[src/rtl/microc_param.sv]
// Self-sequencing microc core: fetch/exec control FSM, 16-entry register file,
// zero flag, return-address stack, and HALT/FAULT terminal states.
module microc_param #(
  parameter int DW          = 8,
  parameter int PC_W        = 10,
  parameter int STACK_DEPTH = 4
) (
  input  logic            clk,
  input  logic            reset,
  output logic [PC_W-1:0] pc,
  output logic            imem_rd,
  input  logic [15:0]     instr,
  input  logic            instr_valid,
  output logic [5:0]      opcode,
  output logic            z,
  output logic            halted,
  output logic            fault,
  input  logic [3:0]      dbg_addr,
  output logic [DW-1:0]   dbg_data
);

  localparam int SP_W  = $clog2(STACK_DEPTH + 1);
  localparam int IDX_W = (STACK_DEPTH > 1) ? $clog2(STACK_DEPTH) : 1;

  localparam logic [5:0] OP_J    = 6'b110000;
  localparam logic [5:0] OP_JZ   = 6'b110001;
  localparam logic [5:0] OP_JNZ  = 6'b110010;
  localparam logic [5:0] OP_CALL = 6'b110011;
  localparam logic [5:0] OP_RET  = 6'b110100;
  localparam logic [5:0] OP_HALT = 6'b111111;

  typedef enum logic [1:0] {
    ST_FETCH = 2'd0,
    ST_EXEC  = 2'd1,
    ST_HALT  = 2'd2,
    ST_FAULT = 2'd3
  } state_t;

  function automatic logic [DW-1:0] alu_f(input logic [2:0]    op,
                                          input logic [DW-1:0] a,
                                          input logic [DW-1:0] b);
    logic [DW-1:0] res;
    case (op)
      3'd0:    res = a;
      3'd1:    res = ~a;
      3'd2:    res = a + b;
      3'd3:    res = a - b;
      3'd4:    res = a & b;
      3'd5:    res = a | b;
      3'd6:    res = {DW{1'b0}} - a;
      3'd7:    res = {DW{1'b0}} - b;
      default: res = a;
    endcase
    return res;
  endfunction

  state_t          state_r, next_state_s;
  logic [PC_W-1:0] pc_r, pc_next_s, pc_inc_s, addr_s, stack_top_s;
  logic [15:0]     ir_r;
  logic            z_r, z_next_s, z_we_s;
  logic            halted_r, halted_next_s;
  logic            fault_r, fault_next_s;
  logic            imem_rd_r;
  logic            ir_load_s;
  logic [SP_W-1:0] sp_r;
  logic            push_s, pop_s;
  logic [DW-1:0]   regs_r [16];
  logic [PC_W-1:0] stack_r [STACK_DEPTH];
  logic [3:0]      rd_s, ra_s, rb_s;
  logic [DW-1:0]   a_s, b_s, alu_res_s, imm_s, reg_wdata_s;
  logic            reg_we_s;

  assign rd_s        = ir_r[11:8];
  assign ra_s        = ir_r[7:4];
  assign rb_s        = ir_r[3:0];
  assign addr_s      = ir_r[PC_W-1:0];
  assign pc_inc_s    = pc_r + PC_W'(1);
  assign imm_s       = DW'(ir_r[7:0]);
  assign stack_top_s = stack_r[IDX_W'(sp_r - SP_W'(1))];
  assign alu_res_s   = alu_f(ir_r[14:12], a_s, b_s);

  // Register-file reads; r0 is hardwired to zero on every port.
  always_comb begin
    a_s      = {DW{1'b0}};
    b_s      = {DW{1'b0}};
    dbg_data = {DW{1'b0}};
    if (ra_s != 4'd0) a_s = regs_r[ra_s];
    else              a_s = {DW{1'b0}};
    if (rb_s != 4'd0) b_s = regs_r[rb_s];
    else              b_s = {DW{1'b0}};
    if (dbg_addr != 4'd0) dbg_data = regs_r[dbg_addr];
    else                  dbg_data = {DW{1'b0}};
  end

  // Next-state, instruction decode and execute control.
  always_comb begin
    next_state_s  = state_r;
    pc_next_s     = pc_r;
    ir_load_s     = 1'b0;
    reg_we_s      = 1'b0;
    reg_wdata_s   = {DW{1'b0}};
    z_we_s        = 1'b0;
    z_next_s      = z_r;
    push_s        = 1'b0;
    pop_s         = 1'b0;
    halted_next_s = halted_r;
    fault_next_s  = fault_r;
    case (state_r)
      ST_FETCH: begin
        if (instr_valid) begin
          ir_load_s    = 1'b1;
          next_state_s = ST_EXEC;
        end else begin
          next_state_s = ST_FETCH;
        end
      end
      ST_EXEC: begin
        next_state_s = ST_FETCH;
        pc_next_s    = pc_inc_s;
        if (!ir_r[15]) begin
          reg_we_s    = 1'b1;
          reg_wdata_s = alu_res_s;
          z_we_s      = 1'b1;
          z_next_s    = (alu_res_s == {DW{1'b0}});
        end else if (ir_r[15:12] == 4'b1000) begin
          reg_we_s    = 1'b1;
          reg_wdata_s = imm_s;
        end else begin
          case (ir_r[15:10])
            OP_J: pc_next_s = addr_s;
            OP_JZ: begin
              if (z_r) pc_next_s = addr_s;
              else     pc_next_s = pc_inc_s;
            end
            OP_JNZ: begin
              if (!z_r) pc_next_s = addr_s;
              else      pc_next_s = pc_inc_s;
            end
            OP_CALL: begin
              if (sp_r == SP_W'(STACK_DEPTH)) begin
                pc_next_s     = pc_r;
                fault_next_s  = 1'b1;
                halted_next_s = 1'b1;
                next_state_s  = ST_FAULT;
              end else begin
                push_s    = 1'b1;
                pc_next_s = addr_s;
              end
            end
            OP_RET: begin
              if (sp_r == SP_W'(0)) begin
                pc_next_s     = pc_r;
                fault_next_s  = 1'b1;
                halted_next_s = 1'b1;
                next_state_s  = ST_FAULT;
              end else begin
                pop_s     = 1'b1;
                pc_next_s = stack_top_s;
              end
            end
            OP_HALT: begin
              pc_next_s     = pc_r;
              halted_next_s = 1'b1;
              next_state_s  = ST_HALT;
            end
            default: pc_next_s = pc_inc_s;
          endcase
        end
      end
      ST_HALT:  next_state_s = ST_HALT;
      ST_FAULT: next_state_s = ST_FAULT;
      default:  next_state_s = ST_FETCH;
    endcase
  end

  // Architectural state; reset aborts any in-flight instruction.
  always_ff @(posedge clk) begin
    if (reset) begin
      state_r   <= ST_FETCH;
      pc_r      <= {PC_W{1'b0}};
      ir_r      <= 16'h0000;
      z_r       <= 1'b0;
      halted_r  <= 1'b0;
      fault_r   <= 1'b0;
      imem_rd_r <= 1'b1;
      sp_r      <= {SP_W{1'b0}};
      for (int i = 0; i < 16; i++) regs_r[i] <= {DW{1'b0}};
      for (int i = 0; i < STACK_DEPTH; i++) stack_r[i] <= {PC_W{1'b0}};
    end else begin
      state_r   <= next_state_s;
      pc_r      <= pc_next_s;
      halted_r  <= halted_next_s;
      fault_r   <= fault_next_s;
      imem_rd_r <= (next_state_s == ST_FETCH);
      if (ir_load_s) ir_r <= instr;
      if (z_we_s) z_r <= z_next_s;
      if (reg_we_s && (rd_s != 4'd0)) regs_r[rd_s] <= reg_wdata_s;
      if (push_s) begin
        stack_r[IDX_W'(sp_r)] <= pc_inc_s;
        sp_r                  <= sp_r + SP_W'(1);
      end else if (pop_s) begin
        sp_r <= sp_r - SP_W'(1);
      end
    end
  end

  assign pc      = pc_r;
  assign imem_rd = imem_rd_r;
  assign opcode  = ir_r[15:10];
  assign z       = z_r;
  assign halted  = halted_r;
  assign fault   = fault_r;

endmodule

[config.mk]
export PLATFORM = sky130hd
export DESIGN_NAME = microc_param
export DESIGN_NICKNAME = d
export VERILOG_FILES = /design/src/rtl/microc_param.sv
export SDC_FILE = /design/constraint.sdc
export NUM_CORES = 1
export LEC_CHECK = 0
export CELL_PAD_IN_SITES_DETAIL_PLACEMENT = 1
export CELL_PAD_IN_SITES_GLOBAL_PLACEMENT = 1
export CORE_MARGIN = 1.5
export CORE_UTILIZATION = 46
export CTS_CLUSTER_DIAMETER = 200
export DETAILED_ROUTE_END_ITERATION = 10
export PLACE_DENSITY = 0.82
export SYNTH_ARGS = -nofsm -noshare
export SYNTH_HDL_FRONTEND = slang
export SYNTH_SLANG_ARGS = --single-unit
[constraint.sdc]
create_clock -name clk -period 4 [get_ports clk]
set_input_delay 0.8 -clock clk [delete_from_list [all_inputs] [get_ports clk]]
set_output_delay 0.8 -clock clk [all_outputs]
set_load 0.01 [all_outputs]
Yosys cells after proc, flatten, opt, wreduce, memory -nomap -nowiden
Memory sizes are Yosys's and may differ from the RTL's. A register that Yosys moved wholly into a read port is not among the register bits.
Cells that the tools add are included.
{"block": "classes", "addsub": 7, "eq_ne": 23, "mux": 62, "bitwise_logic": 5, "n_reduce_logical": 19}
{"operator": "$mux W10", "count": 7}
{"operator": "$pmux W8 S8", "count": 1}
{"operator": "$pmux W10 S6", "count": 1}
{"operator": "$mux W8", "count": 7}
{"operator": "$eq A6 B6 Y1 const B", "count": 6}
{"operator": "$mux W1", "count": 30}
{"operator": "$mux W4", "count": 5}
{"operator": "$reduce_bool A4 Y1", "count": 4}
{"operator": "$sub A1 B8 Y8 const A", "count": 2}
{"operator": "$eq A3 B3 Y1 const B", "count": 5}
{"operator": "$reduce_and A6 Y1", "count": 2}
{"operator": "$add A10 B1 Y10 const B", "count": 1}
{"operator": "$mux W2", "count": 5}
{"operator": "$reduce_or A10 Y1", "count": 1}
{"operator": "$add A8 B8 Y8", "count": 1}
{"operator": "$and A8 B8 Y8", "count": 1}
{"operator": "$logic_not A8 Y1", "count": 1}
{"operator": "$ne A4 B4 Y1 const B", "count": 2}
{"operator": "$not A8 Y8", "count": 1}
{"operator": "$or A8 B8 Y8", "count": 1}
{"operator": "$pmux W2 S4", "count": 1}
{"operator": "$reduce_or A8 Y1", "count": 1}
{"operator": "$sub A8 B8 Y8", "count": 1}
{"operator": "$eq A3 B2 Y1 const B", "count": 2}
{"operator": "other kinds (20)", "count": 27}
{"block": "totals", "reg_bits": 35, "ramBits": 168, "inputBits": 23, "out_inout_bits": 28, "elab_cells": 126, "n_memories": 2}
{"name": "regs_r", "depth": 16, "width": 8, "rd": 3, "rd_clocked_by_memory_dff": 2, "write_ports": 16, "line_no": "67", "source": "logic [DW-1:0] regs_r [16];"}
{"name": "stack_r", "depth": 4, "width": 10, "rd": 1, "rd_clocked_by_memory_dff": 0, "write_ports": 4, "line_no": "68", "source": "logic [PC_W-1:0] stack_r [STACK_DEPTH];"}

Depth between registers and ports, before layout
{"block": "depth", "word_depth": 11, "mapped_depth": 21, "depth_no_buf": 18}

Worst setup path before layout
No wires, ideal clock.
{"block": "synth_timing", "kind": "register to register", "startpoint": "register with a tool-made name", "endpoint": "memory regs_r[7][5] (data pin)", "setup_ps": 265, "t_arrival_ps": 4102, "required_ps": 3735, "path_slack_ps": -367, "path_stages_with_launch": 20, "synth_period_minus_slack_ps": 4367, "path_cell_list": "dfxtp_1 > buf_2 > mux2i_1 > a22o_1 > o32ai_1 > inv_1 > ha_1 > a21oi_1 > ha_1 > nor2b_1 > o21a_1 > o21a_1 > o21ai_0 > nand2_1 > xnor2_1 > o21ai_0 > o2bb2ai_1 > a22oi_1 > buf_2 > nor2_1"}
{"item": "end: declaration", "line_no": "67"}

==> reports/qor.yml <==
synthAdderAreaFrac_pct: 1.637
synth.top_cell.area_share_pct: 39.77
wire_per_inst_um: 29.33
critPathArrivalTime_ps: 4670
drc: 0
drt_iter0_markers: 1323
synth-xor-area-share_pct: 1.933
finalCritPeriodShare_pct: 107.6
grtUsageTotal_pct: 32.05
die_h_um: 169.1
yosysTopAreaCell: "edfxtp_1"
first_global_vias: 10890
synth-edff-count: 168
maxCapViolations: 0
endpoint_kind: "flop"
synth_top_family_by_area: "multiplexers"
setup_slack_ps: -303.0
rsz0062_at_grt: "yes"
ioPinCount: 51
vias_per_cell: 6.703
hpwl_um: 31230
power.density_mw_per_mm2: 414.8
avgSynthCellArea_um2: 11.58
dp.cells: 1507
r2r_end: "regs_r[8][4]$_SDFFCE_PN0P_"
layout_min_cycle_time_ps: 4303
place.port_buffers: 50
tightest_slew_ps: 1086
cts_root_buffer: "clkbuf_16"
gr-total-overflow: 0
die_w_um: 169.1
ir_drop_mv: 0.3514
yosysSeqAreaShare_pct: 46.56
ys_ff_latch: 211
syn_to_final_growth_pct: 21.12
num_vias: 10500
synthMuxAreaShare_pct: 22.42
slew_headroom_pct: 27.03
ff2ff_path_depth: 21
finalHoldViolations: 0
start_kind: "flop"
routabilityCongestion: 0.9484
coreArea_mm2: 0.02703
whs_path_depth: 2
violations: "negative setup slack"
first_pass_iters: 6
status: "complete, but fails checks"
crit_type: "flop to flop"
path_clk_slew_ps: 60
antenna_found_initial: 1
ctsHtreeMaxLevel: 1
synth_cell_types: 71
min_from: "fault$_SDFFE_PP0P_"
pre_cts_slack_ps: -285.9
holdWs_ps: 469.6
clock_latency_ps: 520
syn_inst: 1095
grt_pass1_wl_um: 67950
p_leak_uw: 0.005266
rows: 60
cts_max_path_buffers: 3
synthFlopType: "edfxtp_1"
cts_tree: "yes"
max_freq_ghz: 0.2324
nNetsFinal: 1248
initial_core_util_pct: 46.94
synthTopCellsByArea: "edfxtp_1 40%, mux4_2 18%, dfxtp_1 6.8%, nor2_1 5.9%, mux2i_1 4.6%"
fin_total_pwr_uw: 6372
fin_cells: 1567
yosys.area_share.simple_pct: 14.48
drive_gt1_share_pct: 27.76
reg2reg_setup_slack_ps: -300
synth_compound_area_share_pct: 9.045
cts_buffers: 23
finalClockSkew_ps: 12.68
async_reset_ff_share_pct: 0
grt_max_degree: 63
drtAntennaViolNets: 0
required_ps: 4370
clock-sinks: 211
ys.warnings.count: 0
dieArea_mm2: 0.02858
setup_viol: 91
wirelength_um: 45960
fillerInstances: 2746
worstHoldPathType: "flop to flop"
min_to: "fault$_SDFFE_PP0P_"
netlist_area_mm2: 0.01268
maxSlewViolCount: 0
cp_max_fo: 15
stage by stage:
| step | util [%] | TNS (ps) | cell area [µm²] |
|---|---|---|---|
| global route | 56.85 | -29240 | 15360 |
| global placement | 52.31 | -5682 | 14140 |
| detailed placement | 52.31 | -17070 | 14140 |
| floorplan | - | 0 | 12750 |
| CTS | 55.98 | 0 | 15130 |
| finish | 56.85 | -19720 | 15360 |
synth_stat cells, types with 11 or more instances:
| library cell | instances |
|---|---|
| o21ai_0 | 25 |
| nand2b_1 | 25 |
| mux2i_1 | 58 |
| mux4_2 | 99 |
| ha_1 | 15 |
| dfxtp_1 | 43 |
| a21oi_1 | 39 |
| a22oi_1 | 16 |
| buf_4 | 13 |
| nor3_1 | 16 |
| inv_1 | 21 |
| xnor2_1 | 19 |
| buf_2 | 11 |
| clkbuf_1 | 49 |
| nand2_1 | 83 |
| edfxtp_1 | 168 |
| nor2b_1 | 20 |
| nor2_2 | 11 |
| nor2_1 | 200 |
| nand3_1 | 19 |
area by class of cell:
type,instances,area [µm²],area share [%]
repair buffers,166,1598,10.40
diodes,1,2.502,0.01629
multi-input cells,784,6586,42.87
inverters,23,86.33,0.5619
well taps,341,426.7,2.777
clock buffers,31,635.6,4.137
flip-flops and latches,211,5922,38.55
clock inverters,10,106.4,0.6922
registers in the layout, indices dropped and copies added, names as in the netlist, named ones only:
| name | cells |
|---|---|
| sp_r | 3 |
| imem_rd | 1 |
| state_r | 2 |
| z | 1 |
| stack_r | 40 |
| fault | 1 |
| halted | 1 |
| ir_r | 16 |
| pc | 10 |
| regs_r | 128 |
power breakdown:
part	leakage (µW)	switching [µW]	internal [µW]
Sequential	0.00209	101	2450
Clock	0.000369	914	1250
Combinational	0.00281	878	784
worst max path at each step:
stage / from / to / slack (ps) / depth (start not counted)
after global placement: flop / regs_r[14][2]$_SDFFCE_PN0P_ / -120 / 18
after global routing: flop / regs_r[8][6]$_SDFFCE_PN0P_ / -410 / 21
after floorplan: flop / regs_r[7][6]$_SDFFCE_PN0P_ / 20 / 21
after detailed placement: flop / regs_r[2][7]$_SDFFCE_PN0P_ / -290 / 19
after CTS: flop / regs_r[6][6]$_SDFFCE_PN0P_ / 0.2 / 22
final: flop / regs_r[8][4]$_SDFFCE_PN0P_ / -300 / 21
metal layers:
metal / vias up / global-route usage [%] / part of all wire (%)
li1: 4327 / - / -
met4: 0 / 15.20 / 5.4
met5: - / 0 / 0
met2: 720 / 56.54 / 50
met3: 194 / 5.611 / 8.9
met1: 5262 / 38.14 / 35
cell usage in the layout, fill, tap and decap left out, drive strengths merged, types with 5 or more instances in the layout:
cell,netlist,final
a222oi,6,6
xor2,9,9
a21oi,40,40
clkinv,1,8
nand2b,25,25
buf,35,115
inv,22,23
a22oi,16,16
o22ai,12,12
nand2,83,83
o21ai,28,28
a221oi,5,5
nor3,16,16
mux4,99,99
ha,15,15
clkbuf,49,34
and2,10,10
nand3,19,19
nor2,211,211
nor4,7,7
clkdlybuf4s50,0,48
dfxtp,43,43
and3,7,7
conb,1,8
a211oi,8,8
a31oi,7,7
nor2b,20,20
edfxtp,168,168
xnor2,19,19
mux2i,58,58
worst max-delay path, cell delays in order (launching register included):
cell and delay, ps:
dfxtp_4 360, buf_4 150, mux2i_1 130, a221o_1 390, o22ai_2 340, inv_2 120, buf_4 180, nor2_1 220
a21oi_4 70, fa_2 400, a21o_1 190, a21o_1 170, buf_4 130, xnor2_1 110, o21ai_0 130, o21ai_0 120
a31oi_1 160, o21ai_0 130, a31oi_1 160, o21ai_1 120, buf_12 220, nor2_1 130
cell families after synthesis:
family          count (synthesis)
buf+inv                       107
fa+ha+maj                      16
flops                         211
simple gates                  411
mux                           160
compound gates                161
xor+xnor                       28
other cells                     1
timing repair:
item / in CTS / in global routing
buffers inserted: 10 / 6
cloned: 1 / 2
hold buffers: 0 / 0
setup endpoints to repair: 91 / 91
pin swaps: 17 / 17
gates resized for setup: 40 / 39
No activity file was read; power rests on OpenSTA's default activity.
